===== src/rtl/spi_fnd_receiver.sv =====
// spi_fnd_receiver: SPI mode-0 slave that receives a two-byte counter frame, validates it
// and publishes the binary count and four BCD digits.
module spi_fnd_receiver #(
   parameter int SYNC_STAGES = 2
) (
   input  logic        clk,
   input  logic        reset,
   input  logic        sclk,
   input  logic        mosi,
   input  logic        ss,
   output logic [7:0]  num100,
   output logic [7:0]  num1,
   output logic [13:0] count_value,
   output logic [15:0] bcd,
   output logic        frame_valid,
   output logic        frame_err,
   output logic        busy
);
   typedef enum logic [1:0] {WAIT_IDLE, IDLE, RECV, CHECK} state_t;
   state_t state, state_next;
   logic [SYNC_STAGES:0] sclk_p, ss_p;
   logic [SYNC_STAGES-1:0] mosi_p;
   logic [15:0] sr;
   logic [4:0] bitcnt;
   logic [2:0] flush;
   logic sclk_rise, ss_s, ss_rise, ss_fall, mosi_s, flushed, good;
   logic [7:0] hi, lo;
   always_ff @(posedge clk) begin
      if (reset) begin
         sclk_p <= '0;
         mosi_p <= '0;
         ss_p   <= '1;
      end else begin
         sclk_p <= {sclk_p[SYNC_STAGES-1:0], sclk};
         mosi_p <= {mosi_p[SYNC_STAGES-2:0], mosi};
         ss_p   <= {ss_p[SYNC_STAGES-1:0], ss};
      end
   end
   assign sclk_rise = sclk_p[SYNC_STAGES-1] & ~sclk_p[SYNC_STAGES];
   assign ss_s      = ss_p[SYNC_STAGES-1];
   assign ss_rise   = ss_s & ~ss_p[SYNC_STAGES];
   assign ss_fall   = ~ss_s & ss_p[SYNC_STAGES];
   assign mosi_s    = mosi_p[SYNC_STAGES-1];
   // The synchronizer resets to ss=1, so wait until the real pin level has flushed through
   // before trusting ss; otherwise a reset released mid-frame would look like a fresh frame.
   assign flushed = flush == 3'(SYNC_STAGES + 1);
   always_ff @(posedge clk) begin
      if (reset) flush <= '0;
      else if (!flushed) flush <= flush + 3'd1;
   end
   always_ff @(posedge clk) begin
      if (reset) state <= WAIT_IDLE;
      else state <= state_next;
   end
   always_comb begin
      state_next = state;
      busy = state == RECV;
      case (state)
         WAIT_IDLE: state_next = (flushed && ss_s) ? IDLE : WAIT_IDLE;
         IDLE:      state_next = ss_fall ? RECV : IDLE;
         RECV:      state_next = ss_rise ? CHECK : RECV;
         default:   state_next = IDLE;
      endcase
   end
   assign hi   = sr[15:8];
   assign lo   = sr[7:0];
   assign good = bitcnt == 5'd16 && hi <= 8'd99 && lo <= 8'd99;
   always_ff @(posedge clk) begin
      if (reset) begin
         sr          <= '0;
         bitcnt      <= '0;
         num100      <= '0;
         num1        <= '0;
         count_value <= '0;
         bcd         <= '0;
         frame_valid <= 1'b0;
         frame_err   <= 1'b0;
      end else begin
         frame_valid <= state == CHECK && good;
         frame_err   <= state == CHECK && !good;
         if (state == IDLE && ss_fall) begin
            sr     <= '0;
            bitcnt <= '0;
         end else if (state == RECV && sclk_rise) begin
            sr     <= {sr[14:0], mosi_s};
            bitcnt <= (bitcnt == 5'd17) ? bitcnt : bitcnt + 5'd1;
         end
         if (state == CHECK && good) begin
            num100      <= hi;
            num1        <= lo;
            count_value <= 14'(hi) * 14'd100 + 14'(lo);
            bcd         <= {4'(hi / 8'd10), 4'(hi % 8'd10), 4'(lo / 8'd10), 4'(lo % 8'd10)};
         end
      end
   end
endmodule

===== config.mk =====
export PLATFORM = sky130hd
export DESIGN_NAME = spi_fnd_receiver
export DESIGN_NICKNAME = d
export VERILOG_FILES = /design/src/rtl/spi_fnd_receiver.sv
export SDC_FILE = /design/constraint.sdc
export NUM_CORES = 1
export LEC_CHECK = 0
export CORE_UTILIZATION = 55
export CTS_CLUSTER_SIZE = 30
export DETAILED_ROUTE_END_ITERATION = 8
export PLACE_DENSITY = 0.78
export SETUP_SLACK_MARGIN = 0.2
export SLEW_MARGIN = 5
export SYNTH_ARGS = -nofsm -noshare
export SYNTH_HDL_FRONTEND = slang
export SYNTH_SLANG_ARGS = --single-unit

===== constraint.sdc =====
create_clock -name clk -period 10.05 [get_ports clk]
set_input_delay 2.01 -clock clk [delete_from_list [all_inputs] [get_ports clk]]
set_output_delay 2.01 -clock clk [all_outputs]
set_load 0.01 [all_outputs]

==> results by stage, run 1 <==
Worst setup path:
- The minimum setup slack among reg-to-reg paths is 5.65 ns.
- STA puts the critical path data required time at 10.29 ns.
- The logic depth of the worst register-to-register path is 14.
- The endpoint identified for the worst register-to-register timing path is bcd[10].
- The startpoint type of the worst setup path is a register.
- The reg-to-reg critical path startpoint is sr[9].
- In this run the worst setup path terminates at bcd[10].
- The peak fanout along the critical path is 14.
- The category of the worst setup path capture point is a register.
- The startpoint of the worst setup timing path is sr[9].
- The setup path with the least slack is of type register to register.
- The arrival time of the worst setup path is 4.64 ns.

Floorplan:
- The initial cell density of the core is 56.7%.
- After floorplanning, the core was sized to cover 0.00924 mm2.
- The die covers 0.00991 mm2.
- The placement row count is 35.
- The horizontal extent of the die is 99.6 um.
- The total I/O pin count is 54.
- The overall die height is 99.6 um.

Clocking:
- The number of hold buffers added after CTS is 0.
- The clock latency reported for the late side of the worst-skew pair is 0.35 ns.
- The total of cells resized after clock tree synthesis is 0.
- The deepest clock path buffer count is 2.
- The TritonCTS clock tree is yes.
- After clock tree synthesis, the clock-pin slew on the worst setup and hold paths is 0.09 ns.
- The clock tree synthesis step divided the H-tree into 3 levels.
- The cell sitting at the root of the clock tree is a sky130_fd_sc_hd__clkbuf_8.
- The number of buffers created by CTS is 9.
- The number of buffers added for setup after CTS is 0.
- The count of clock tree sinks is 78.

Synth:
- The most common cell in the synthesized netlist is sky130_fd_sc_hd__nand2_1.
- Sorting the synthesized cells by how often they occur yields 98 x sky130_fd_sc_hd__nand2_1, 78 x sky130_fd_sc_hd__dfxtp_1, 64 x sky130_fd_sc_hd__a21oi_1, 50 x sky130_fd_sc_hd__ha_1, 48 x sky130_fd_sc_hd__nor2_1.
- In the post-synthesis netlist, the biggest area contributors are sky130_fd_sc_hd__dfxtp_1 30%, sky130_fd_sc_hd__ha_1 12%, sky130_fd_sc_hd__nand2_1 7.0%.
- Yosys printed 0 warnings.
- The proportion of synthesized flip-flops having asynchronous set or reset is 0%.
- The dominant cell type by area after synthesis is sky130_fd_sc_hd__dfxtp_1.
- The synthesized area per cell is 8.10 um2.
- The number of instances in the synthesized netlist is 646.
- The primary flip-flop cell chosen by synthesis mapping is sky130_fd_sc_hd__dfxtp_1.
- The netlist uses 75 different library cells.
- The net count after synthesis is 705.
- The combined area of all synthesized cells is 0.00524 mm2.
- The top-area cell type share of the netlist area is 29.8%.
- The proportion of synthesized chip area in sequential cells is 29.8%.
- The number of flops mapped to enable cells by yosys is 0.
- Counting flops and latches in the post-synthesis netlist gives 78.

Routing:
- Using the TritonRoute via totals, the vias-per-cell ratio works out to 5.80.
- The violation count after the first detailed-route iteration is 259.
- The detail route stage leaves a number of antenna-violating nets equal to 0.
- The number of iterations in the first detailed-routing pass is 5.
- The DRC violation count after routing is 0.
- The final layout contains routed wiring with a total length of 12.0 mm.
- The wire length per cell is 14.9 um.
- Across all layers, the routed design uses 4681 vias.

Timing:
- The number of setup violations in the final report is 0.
- The final count of pins violating max slew is 0.
- The minimum hold slack is 0.428 ns.
- In this run the tightest slew margin relative to its limit is 34.6%.
- For the pin with the worst max-slew slack, the measured transition is 0.981 ns.
- Setup repair after global routing left no endpoint under its margin.
- The worst path in the final design needs a cycle of 4.40 ns, including I/O delays and setup.
- The final sum of negative setup slack is 0 ns.
- The part of the cycle the worst path needs is 43.8%.
- The clock arrives with 0.0154 ns of skew.
- The final hold violation count is 0.
- The highest attainable clock frequency is 227 MHz.

Worst hold path:
- The worst hold path belongs to the class register to register.

Layout:
- The layout overhead on the synthesized area is 14.4%.
- The share of the core filled with cells is 64.8%.
- The area occupied by multi-input gates is 0.00336 mm2.
- Cells with a size suffix above 1 make up 7.08% of the layout.
- Counting the fill cells in the layout gives 796.
- The sequential cell area is 0.00156 mm2.
- The final layout contains 732 nets.
- The number of antenna diodes in the final layout is 0.

Run:
- Max-cap violations in this run came to 0.

Pwr:
- IR analysis of the VDD net gives a maximum drop of 0.0000646 V.
- The leakage power of the design is 0.00237 uW.
- The total power draw is 606 uW.
- The total power divided by cell area is 101 mW/mm2.

Global routing:
- The number of antenna violations at the first check in global routing came to 0.
- Entering global routing, the biggest net connects 59 pins.
- The all-layer global routing usage is 24.5%.
- The total overflow left after global routing is 0.
- The first global-routing pass estimated 19.9 mm of wire.
- The via count of the first global-routing pass is 4224.

Placement:
- The wire-length estimate of the detail-placed layout is 8.52 mm.
- Buffers placed on the I/O ports in this run total 53.
- The placer congestion estimate is 0.918.

Status:
- The flow ran to the end, and the final reports show no timing, DRC or antenna violations.
-- worst max-delay path, cell delays in order, from the launching register on --
cell	delay, ns
sky130_fd_sc_hd__dfxtp_1	0.63
sky130_fd_sc_hd__inv_1	0.28
sky130_fd_sc_hd__ha_1	0.28
sky130_fd_sc_hd__nand2b_4	0.20
sky130_fd_sc_hd__a311oi_4	0.49
sky130_fd_sc_hd__nor3_2	0.16
sky130_fd_sc_hd__o31a_1	0.34
sky130_fd_sc_hd__o22ai_2	0.26
sky130_fd_sc_hd__a211oi_2	0.10
sky130_fd_sc_hd__a2111oi_4	0.51
sky130_fd_sc_hd__nor2_1	0.12
sky130_fd_sc_hd__o21ai_2	0.24
sky130_fd_sc_hd__a221oi_2	0.10
sky130_fd_sc_hd__or3_1	0.33
sky130_fd_sc_hd__a32o_1	0.25
-- area by class of cell --
class,instances,share of cell area (%)
Multi-Input combinational cell,493,56.1
Sequential cell,78,26.1
Timing Repair Buffer,55,9.03
Tap cell,129,2.70
Clock buffer,10,2.30
Inverter,36,2.26
Clock inverter,6,1.55
-- power breakdown --
group	switching, uW	internal (uW)
sequential	2.74	313
clock	124	148
combinational	10.6	7.14
-- placed cells by master (no fill, tap or decap), types with 5 or more instances in the layout --
master / count
sky130_fd_sc_hd__o211ai_1: 5
sky130_fd_sc_hd__clkbuf_8: 10
sky130_fd_sc_hd__a21oi_1: 64
sky130_fd_sc_hd__ha_1: 50
sky130_fd_sc_hd__or3_1: 5
sky130_fd_sc_hd__xnor2_1: 14
sky130_fd_sc_hd__nor2_1: 48
sky130_fd_sc_hd__clkdlybuf4s50_1: 52
sky130_fd_sc_hd__a21o_1: 13
sky130_fd_sc_hd__a311oi_1: 7
sky130_fd_sc_hd__a211oi_1: 13
sky130_fd_sc_hd__inv_1: 36
sky130_fd_sc_hd__nand2_1: 98
sky130_fd_sc_hd__o21ai_0: 17
sky130_fd_sc_hd__xor2_1: 10
sky130_fd_sc_hd__nand3_1: 12
sky130_fd_sc_hd__dfxtp_1: 78
sky130_fd_sc_hd__nand2b_1: 5
sky130_fd_sc_hd__nor3_1: 13
sky130_fd_sc_hd__nor2b_1: 14
-- sequential cells by signal, summed over array words and instances (netlist names) --
name	flops
sr	16
bcd	14
count_value	12
num100	8
num1	8
bitcnt	5
flush	3
sclk_p	3
ss_p	3
mosi_p	2
state	2
frame_err	1
frame_valid	1
-- metrics by stage --
stage,cell area (um2),instances,worst slack (ns)
after floorplan,5240,646,6.12
after global placement,5760,791,5.92
after detailed placement,5760,791,5.75
after CTS,5990,807,5.70
after global routing,5990,807,5.33
final,5990,807,5.65
-- metal layers --
metal	track usage, %	vias up	share of wire (%)
li1	-	2339	-
met1	33.3	2187	48
met2	40.8	136	46
met3	3.94	19	4.2
met4	6.00	0	1.2
met5	0	-	0
-- kinds of logic (layout without fill, tap and decap cells) --
| logic type | Yosys count | after routing | share of synthesized area (%) |
|---|---|---|---|
| DFF | 78 | 78 | 29.8 |
| AOI/OAI and AO/OA | 188 | 188 | 26.4 |
| xor gates and xnor gates | 24 | 24 | 4.02 |
| muxes | 2 | 2 | 0.382 |
| buffers and inverters | 75 | 107 | 6.05 |
| and+or+nand+nor | 224 | 224 | 19.7 |
| adders and majority gates | 55 | 55 | 13.7 |
-- worst min-delay path by stage --
stage,startpoint,end,cells past startpoint
after CTS,ss_p[0],ss_p[1],1
after floorplan,ss_p[0],ss_p[1],1
final,ss_p[0],ss_p[1],1
after global placement,ss_p[0],ss_p[1],1
after detailed placement,ss_p[0],ss_p[1],1
after global routing,ss_p[0],ss_p[1],1
No activity file was read; power rests on OpenSTA's default activity.
==> run 2, diff against run 1 <==
Clock period 10.05 ns to 4.5 ns, I/O delays scaled along.
==> run 2 against run 1 <==
Effect of this change: sequential power rose by 120%; sequential share of layout area shrank 0.066 points; flip-flop and latch count stayed put; register-to-register slack lost 5.2 ns.
==> results by stage, run 2 (same netlist as run 1, synthesis figures left out) <==
Floorplan:
- The total I/O pin count is 54.
- The core footprint is 0.00924 mm2.
- The area enclosed by the die boundary is 0.00991 mm2.
- The placement row count is 35.
- The floorplan step set the die width to 99.6 um.
- The initial cell density of the core is 56.7%.
- The overall die height is 99.6 um.

Timing:
- Headroom to the max-slew limit came out at 34.4%.
- Setup repair after global routing left no endpoint under its margin.
- For the final routed database, the setup TNS stands at 0 ns.
- Across the routed clock network, the largest skew measured is 0.0132 ns.
- Subtracting the final worst setup slack from the clock period gives 4.02 ns.
- The final hold violation count is 0.
- At the pin with the least slew margin, the transition time is 0.983 ns.
- Setup violations remaining at the end of the flow were counted as 0.
- In the finished design, the share of the clock period the worst path needs comes to 89.4%.
- The final count of pins violating max slew was 0.
- Derived from the worst setup path, the maximum achievable clock frequency is 249 MHz.

Global routing:
- The number of antenna violations at the first check in global routing is 0.
- Across every metal layer, demand over resource in global routing totals 25.1%.
- Entering global routing, the biggest net connects 56 pins.
- For this run the aggregate overflow at the end of global routing stands at 0.
- The wire length of the first global-routing pass is 20.0 mm.
- The via count of the first global-routing pass is 4339.

Clocking:
- In this run the deepest clock path goes through 2 buffers.
- The number of hold buffers added after CTS is 0.
- The count of clock tree sinks is 78.
- TritonCTS built the clock tree.
- Clock latency on the worst-skew pair, taken at its later pin, is 0.35 ns.
- The root buffer cell is sky130_fd_sc_hd__clkbuf_8.
- The post-CTS clock slew at the launch and capture registers of the worst setup and hold paths is 0.09 ns.
- The maximum level of the CTS H-tree is 3.
- The number of buffers created by CTS is 9.

Layout:
- The top cell types in the final layout, fill and taps aside, are 98 x sky130_fd_sc_hd__nand2_1, 77 x sky130_fd_sc_hd__dfxtp_1, 64 x sky130_fd_sc_hd__a21oi_1.
- The register with the most flip-flops in the layout has 16 of them.
- The leading cell type in the layout, fill and taps excluded is sky130_fd_sc_hd__nand2_1.
- Cells with a size suffix above 1 make up 7.62% of the layout.
- Ranked by flip-flop count, first place goes to sr.
- The layout overhead on the synthesized area is 14.7%.
- The largest registers in the layout are sr x16, bcd x14, count_value x12.
- The repair_antennas step left the layout with diodes totalling 0.
- At the end of the flow the core is filled with cells to 65.0%.
- The number of nets in the finished design is 737.

Pwr:
- The switching power as a share of total power is 22.1%.
- The share of total power dissipated in the clock network is 43.4%.
- The analysis attributes to net switching a power of 291 uW.
- Across the VDD grid, the largest voltage drop is 0.000188 V.
- The combinational power share is 3.1%.
- The total power divided by cell area is 219 mW/mm2.
- Cell internal power was estimated by the tool at 1030 uW.
- The portion of total power attributed to sequential cells is 53.5%.
- The analysis attributes to cell leakage a power of 0.00239 uW.
- The total power draw is 1320 uW.

Routing:
- In this run, the number of DRC markers left after iteration 0 of detailed routing was 280.
- The wire length per cell is 15.0 um.
- The routed via count is 4717.
- The number of nets with antenna violations after detailed routing is 0.
- For this run, the detailed router's first-pass iteration total came to 5.
- The DRC violation count after routing is 0.
- The number of vias per cell is 5.82.
- The overall routed net length is 12.2 mm.

Worst setup path:
- The largest delay contributor family on the critical path is compound AO/OA/AOI/OAI gates.
- The worst setup path is captured at a register.
- The standard cell with the maximum stage delay on the critical path is sky130_fd_sc_hd__o311ai_1.
- The peak fanout along the critical path is 14.
- The critical path in this run is classified as register to register.
- For the worst setup path, the data required time is 4.78 ns.
- STA classifies the critical path startpoint as a register.
- Walking the worst path, the cells encountered are inv_1 > ha_1 > and2b_1 > a211o_1 > o211ai_2 > nor2_1 > a32oi_4 > o211ai_1 > o2bb2ai_2 > o311ai_1 > a21oi_1 > or3_1 > a211oi_2.
- STA puts the critical path data arrival time at 4.30 ns.
- The maximum single-stage delay on the critical path is 0.49 ns.
- Together, buffers and inverters on the worst path number 1.

Placement:
- The placer congestion estimate is 0.905.
- The count of input and output buffers is 53.
- Summed over all nets, the half-perimeter wirelength after detailed placement is 8.75 mm.

Worst hold path:
- The class of the worst hold path is register to register.

Status:
- The run finished with clean final reports.

Run:
- The reported max-cap violation count is 0.
==> run 2: changes by cell type in the layout (fill, tap and decap cells not counted) <==
cell                       previous run  this run
sky130_fd_sc_hd__dfxtp_1             78        77
sky130_fd_sc_hd__clkbuf_1             0         1
sky130_fd_sc_hd__dfxtp_2              0         1
sky130_fd_sc_hd__buf_4                2         7
sky130_fd_sc_hd__clkbuf_8            10         9
sky130_fd_sc_hd__clkinv_4             1         0
==> run 2: worst paths after layout <==
kind            from      end  slack (ns)  cells past startpoint
min          ss_p[0]  ss_p[1]        0.42                      1
max            sr[9]  bcd[11]        0.48                     13
min reg2reg  ss_p[0]  ss_p[1]        0.42                      1
max reg2reg    sr[9]  bcd[11]        0.48                     13
==> run 2: through the flow <==
step | hold WS (ns) | setup WS (ns) | instance area (um2) | cells
after detailed placement | 0.401 | 0.353 | 5790 | 796
after global routing | 0.439 | 0.203 | 6010 | 811
after CTS | 0.423 | 0.317 | 6010 | 811
after floorplan | 0.389 | 0.566 | 5240 | 646
final | 0.418 | 0.477 | 6010 | 811
after global placement | 0.411 | 0.505 | 5790 | 796
==> run 2: cell type report <==
cell class              count  area, um2
well taps                 129        161
fillers                   758       3230
inverters                  36        135
repair buffers             60        578
multi-input cells         493       3360
clock buffers              10        128
clock inverters             5       83.8
flip-flops and latches     78       1560
==> run 2: power by group through the flow <==
stage               registers [uW]  logic, uW  clock network (uW)
floorplan                      720       29.8                   0
global placement               721       38.0                   0
detailed placement             722       40.5                   0
CTS                            705       41.2                 583
global route                   707       45.4                 615
finish                         705       40.8                 572
==> run 2: what timing repair did <==
item	in CTS	in global routing
setup buffers	0	0
endpoints found under the setup margin	0	3
gates resized for setup	0	1
==> run 2: metal layers <==
metal / GRT usage (%) / wire length (um) / up-vias
met4: 9.05 / 223 / 0
met2: 40.4 / 5460 / 163
met5: 0 / 0 / -
li1: - / - / 2344
met3: 4.36 / 683 / 17
met1: 33.7 / 5790 / 2193
==> run 3, diff against run 2 <==
Settings changed: GPL_ROUTABILITY_DRIVEN set to 0.
Clock period 4.5 ns to 4 ns, I/O delays scaled along.
==> run 3 against run 2 <==
Effect of this change: sequential share of layout area is 1.7 points lower; largest power group unchanged; largest cell class unchanged; die area did not move; via count is 3.9% higher; total power up 14%; worst hold slack improved by 0.025 ns; setup slack got worse by 0.20 ns; utilization rose by 4.9 points; maximum frequency grew 8.0%; wire length is 9.5% higher; final area grew 7.6%.
==> results by stage, run 3 (same netlist as run 1, synthesis figures left out) <==
Clocking:
- The TritonCTS clock tree is yes.
- In this run, CTS created clock tree buffers numbering 9.
- The maximum level of the CTS H-tree is 3.
- The number of hold buffers added after CTS was 0.
- The post-CTS clock slew at the launch and capture registers of the worst setup and hold paths is 0.09 ns.
- The root buffer cell is sky130_fd_sc_hd__clkbuf_8.
- Counting along the longest clock path gives a buffer depth of 2.
- The clock net in this run drives a total of 78 sinks.
- The clock latency reported for the late side of the worst-skew pair is 0.36 ns.

Layout:
- Compared with the post-synthesis result, the final layout area differs by 23.5%.
- The largest register by flop count is sr.
- The number of nets in the finished design is 763.
- The number of antenna repair diodes is 0.
- The largest registers in the layout are sr x16, bcd x14, count_value x12.
- Summing all flip-flop and latch instances after layout gives 0.00157 mm2.
- The register with the most flip-flops in the layout has 16 of them.
- The leading cell type in the layout, fill and taps excluded is sky130_fd_sc_hd__nand2_1.
- In the final layout, the share of cells above drive strength 1 is 16.0%.
- Measured on the finished design, the core utilization comes to 70.0%.
- The number of filler instances in the final layout is 730.
- In the final layout, the multi-input gates occupy 0.00360 mm2.
- In the layout the commonest cells are 98 x sky130_fd_sc_hd__nand2_1, 73 x sky130_fd_sc_hd__dfxtp_1, 61 x sky130_fd_sc_hd__a21oi_1.

Placement:
- Prior to clock tree synthesis, the placed netlist has a worst setup slack of 0.137 ns.
- The placed wire-length estimate is 8.99 mm.
- Port buffering added 53 buffers.

Timing:
- Setup repair after global routing left no endpoint under its margin.
- The final worst slack is 0.274 ns.
- The final sum of negative setup slack is 0 ns.
- The highest attainable clock frequency is 268 MHz.
- The minimum hold slack is 0.443 ns.
- The final count of pins violating max slew is 0.
- In this run the tightest slew margin relative to its limit is 53.0%.
- The final hold violation count is 0.
- The part of the cycle the worst path needs is 93.1%.
- The worst clock skew on the final layout is 0.00968 ns.
- The number of setup violations in the final report is 0.
- The final critical-path required period is 3.73 ns.
- The slew at the pin with the worst max-slew slack is 0.705 ns.

Routing:
- The DRC violation count after routing is 0.
- The wire length per cell is 15.9 um.
- The violation count after the first detailed-route iteration is 279.
- The detailed router placed 4901 vias in this run.
- The final layout contains routed wiring with a total length of 13.3 mm.
- The number of iterations in the first detailed-routing pass is 5.
- The count of nets left with antenna violations once routing finished came out at 0.
- The number of vias per cell is 5.86.

Worst setup path:
- The start-to-end type of the worst setup path is register to register.
- The standard cell with the maximum stage delay on the critical path is sky130_fd_sc_hd__or3_1.
- Measured in cells, the most critical reg-to-reg path has a length of 16.
- The maximum single-stage delay on the critical path is 0.37 ns.
- The endpoint required time on the critical path is 4.25 ns.
- The peak fanout along the critical path is 7.
- The endpoint of the most critical register-to-register path is bcd[10].
- Traced cell by cell, the critical path runs through inv_2 > ha_4 > nand2b_4 > a311oi_4 > buf_6 > a21oi_1 > o311a_1 > o2111a_2 > a221oi_4 > a2111oi_4 > buf_4 > a211o_1 > o21ai_4 > a221oi_2 > or3_1 > a32o_1.
- At the worst endpoint, the arrival time is 3.97 ns.
- The worst setup path is launched from a register.
- The critical path contains buffers and inverters numbering 3 combined.
- The worst register-to-register path begins at sr[10].
- The worst setup path is captured at a register.
- For flop-to-flop paths, the worst setup slack is 0.27 ns.
- The largest delay contributor family on the critical path is compound AO/OA/AOI/OAI gates.

Pwr:
- The power share of the clock group is 44.1%.
- Summed over all nets, the switching power comes to 346 uW.
- The cell internal power dissipation is 1150 uW.
- The share of total power dissipated in combinational logic is 3.0%.
- The leakage power of the design is 0.00255 uW.
- Of the total power, the share spent switching nets is 23.1%.
- The worst voltage drop across the vdd grid is 0.000255 V.
- Power spread over the standard cell area amounts to 232 mW/mm2.
- The total power draw is 1500 uW.
- The portion of total power attributed to sequential cells is 52.9%.

Floorplan:
- The horizontal extent of the die is 99.6 um.
- The overall die height is 99.6 um.
- The core region is 0.00924 mm2.
- The total I/O pin count is 54.
- The floorplan step defined a die boundary enclosing 0.00991 mm2.
- The placement row count is 35.
- The initial cell density of the core is 56.7%.

Global routing:
- The total congestion overflow after global routing is 0.
- The all-layer global routing usage is 26.4%.
- The via count of the first global-routing pass was 4566.
- The number of antenna violations at the first check in global routing is 0.
- The wire length of the first global-routing pass is 21.2 mm.
- The maximum number of pins on one net before global-route repair is 37.

Worst hold path:
- The worst hold path terminates at ss_p[1].
- The startpoint identified for the worst hold timing path is ss_p[0].
- The hold path depth is 1.
- The path class of the tightest hold or removal check is register to register.

Run:
- Across the run, the number of max-cap violations was 0.

Status:
- The run finished with clean final reports.
## run 3: cell count changes in the layout (fill, tap and decap cells not counted), sizes merged
cell	delta
buf	+25
clkinv	+2
clkbuf	-1
clkinvlp	-1
nor2	+1
## run 3: repair_timing
item                                    4_1_cts  5_1_grt
cloned                                        0        1
buffers inserted                              0       16
pin swaps                                     0       20
endpoints found under the setup margin        2        8
hold endpoints to repair                      0        0
resized for setup                             1       54
## run 3: worst register-to-register path, stage by stage, from the launching register on
cell and delay (ns):
sky130_fd_sc_hd__dfxtp_2 0.34, sky130_fd_sc_hd__inv_2 0.07, sky130_fd_sc_hd__ha_4 0.16, sky130_fd_sc_hd__nand2b_4 0.18
sky130_fd_sc_hd__a311oi_4 0.27, sky130_fd_sc_hd__buf_6 0.17, sky130_fd_sc_hd__a21oi_1 0.07, sky130_fd_sc_hd__o311a_1 0.36
sky130_fd_sc_hd__o2111a_2 0.32, sky130_fd_sc_hd__a221oi_4 0.35, sky130_fd_sc_hd__a2111oi_4 0.05, sky130_fd_sc_hd__buf_4 0.18
sky130_fd_sc_hd__a211o_1 0.33, sky130_fd_sc_hd__o21ai_4 0.09, sky130_fd_sc_hd__a221oi_2 0.10, sky130_fd_sc_hd__or3_1 0.37
sky130_fd_sc_hd__a32o_1 0.22
## run 3: layout make-up
cell class                 instances  area share, %
clock inverter                     6           1.34
tap                              129           2.50
inverter                          36           2.09
timing repair buffer              85           12.1
sequential                        78           24.3
clock buffer                       9           1.92
multi-input combinational        494           55.8
## run 3: worst max-delay path by stage
stage	startpoint	end	slack, ns	cells past startpoint
global placement	sr[13]	bcd[10]	0.35	13
floorplan	sr[12]	bcd[10]	0.21	15
finish	sr[10]	bcd[10]	0.27	16
detailed placement	sr[13]	bcd[10]	0.14	13
global route	sr[9]	bcd[10]	0.15	16
CTS	sr[12]	bcd[10]	0.20	14
## run 3: metrics by stage
step                      cell area (um2)  cells
after floorplan                      5240    646
after global routing                 6460    837
after global placement               5860    805
after detailed placement             5860    805
after CTS                            6070    820
final                                6460    837
## run 3: power groups by stage
stage	Combinational [uW]	Clock, uW	Sequential (uW)
6_report	45.0	660	792
3_3_place_gp	43.0	0	811
4_1_cts	45.7	665	793
2_1_floorplan	33.6	0	810
5_1_grt	50.5	706	794
3_5_place_dp	45.1	0	812
## run 3: per-layer routing
metal / GRT usage [%] / part of all wire, % / vias to the layer above
met5: 0 / 0 / -
met4: 9.39 / 2.1 / 0
met1: 34.5 / 45 / 2306
met3: 4.01 / 4.6 / 37
li1: - / - / 2395
met2: 44.1 / 48 / 163
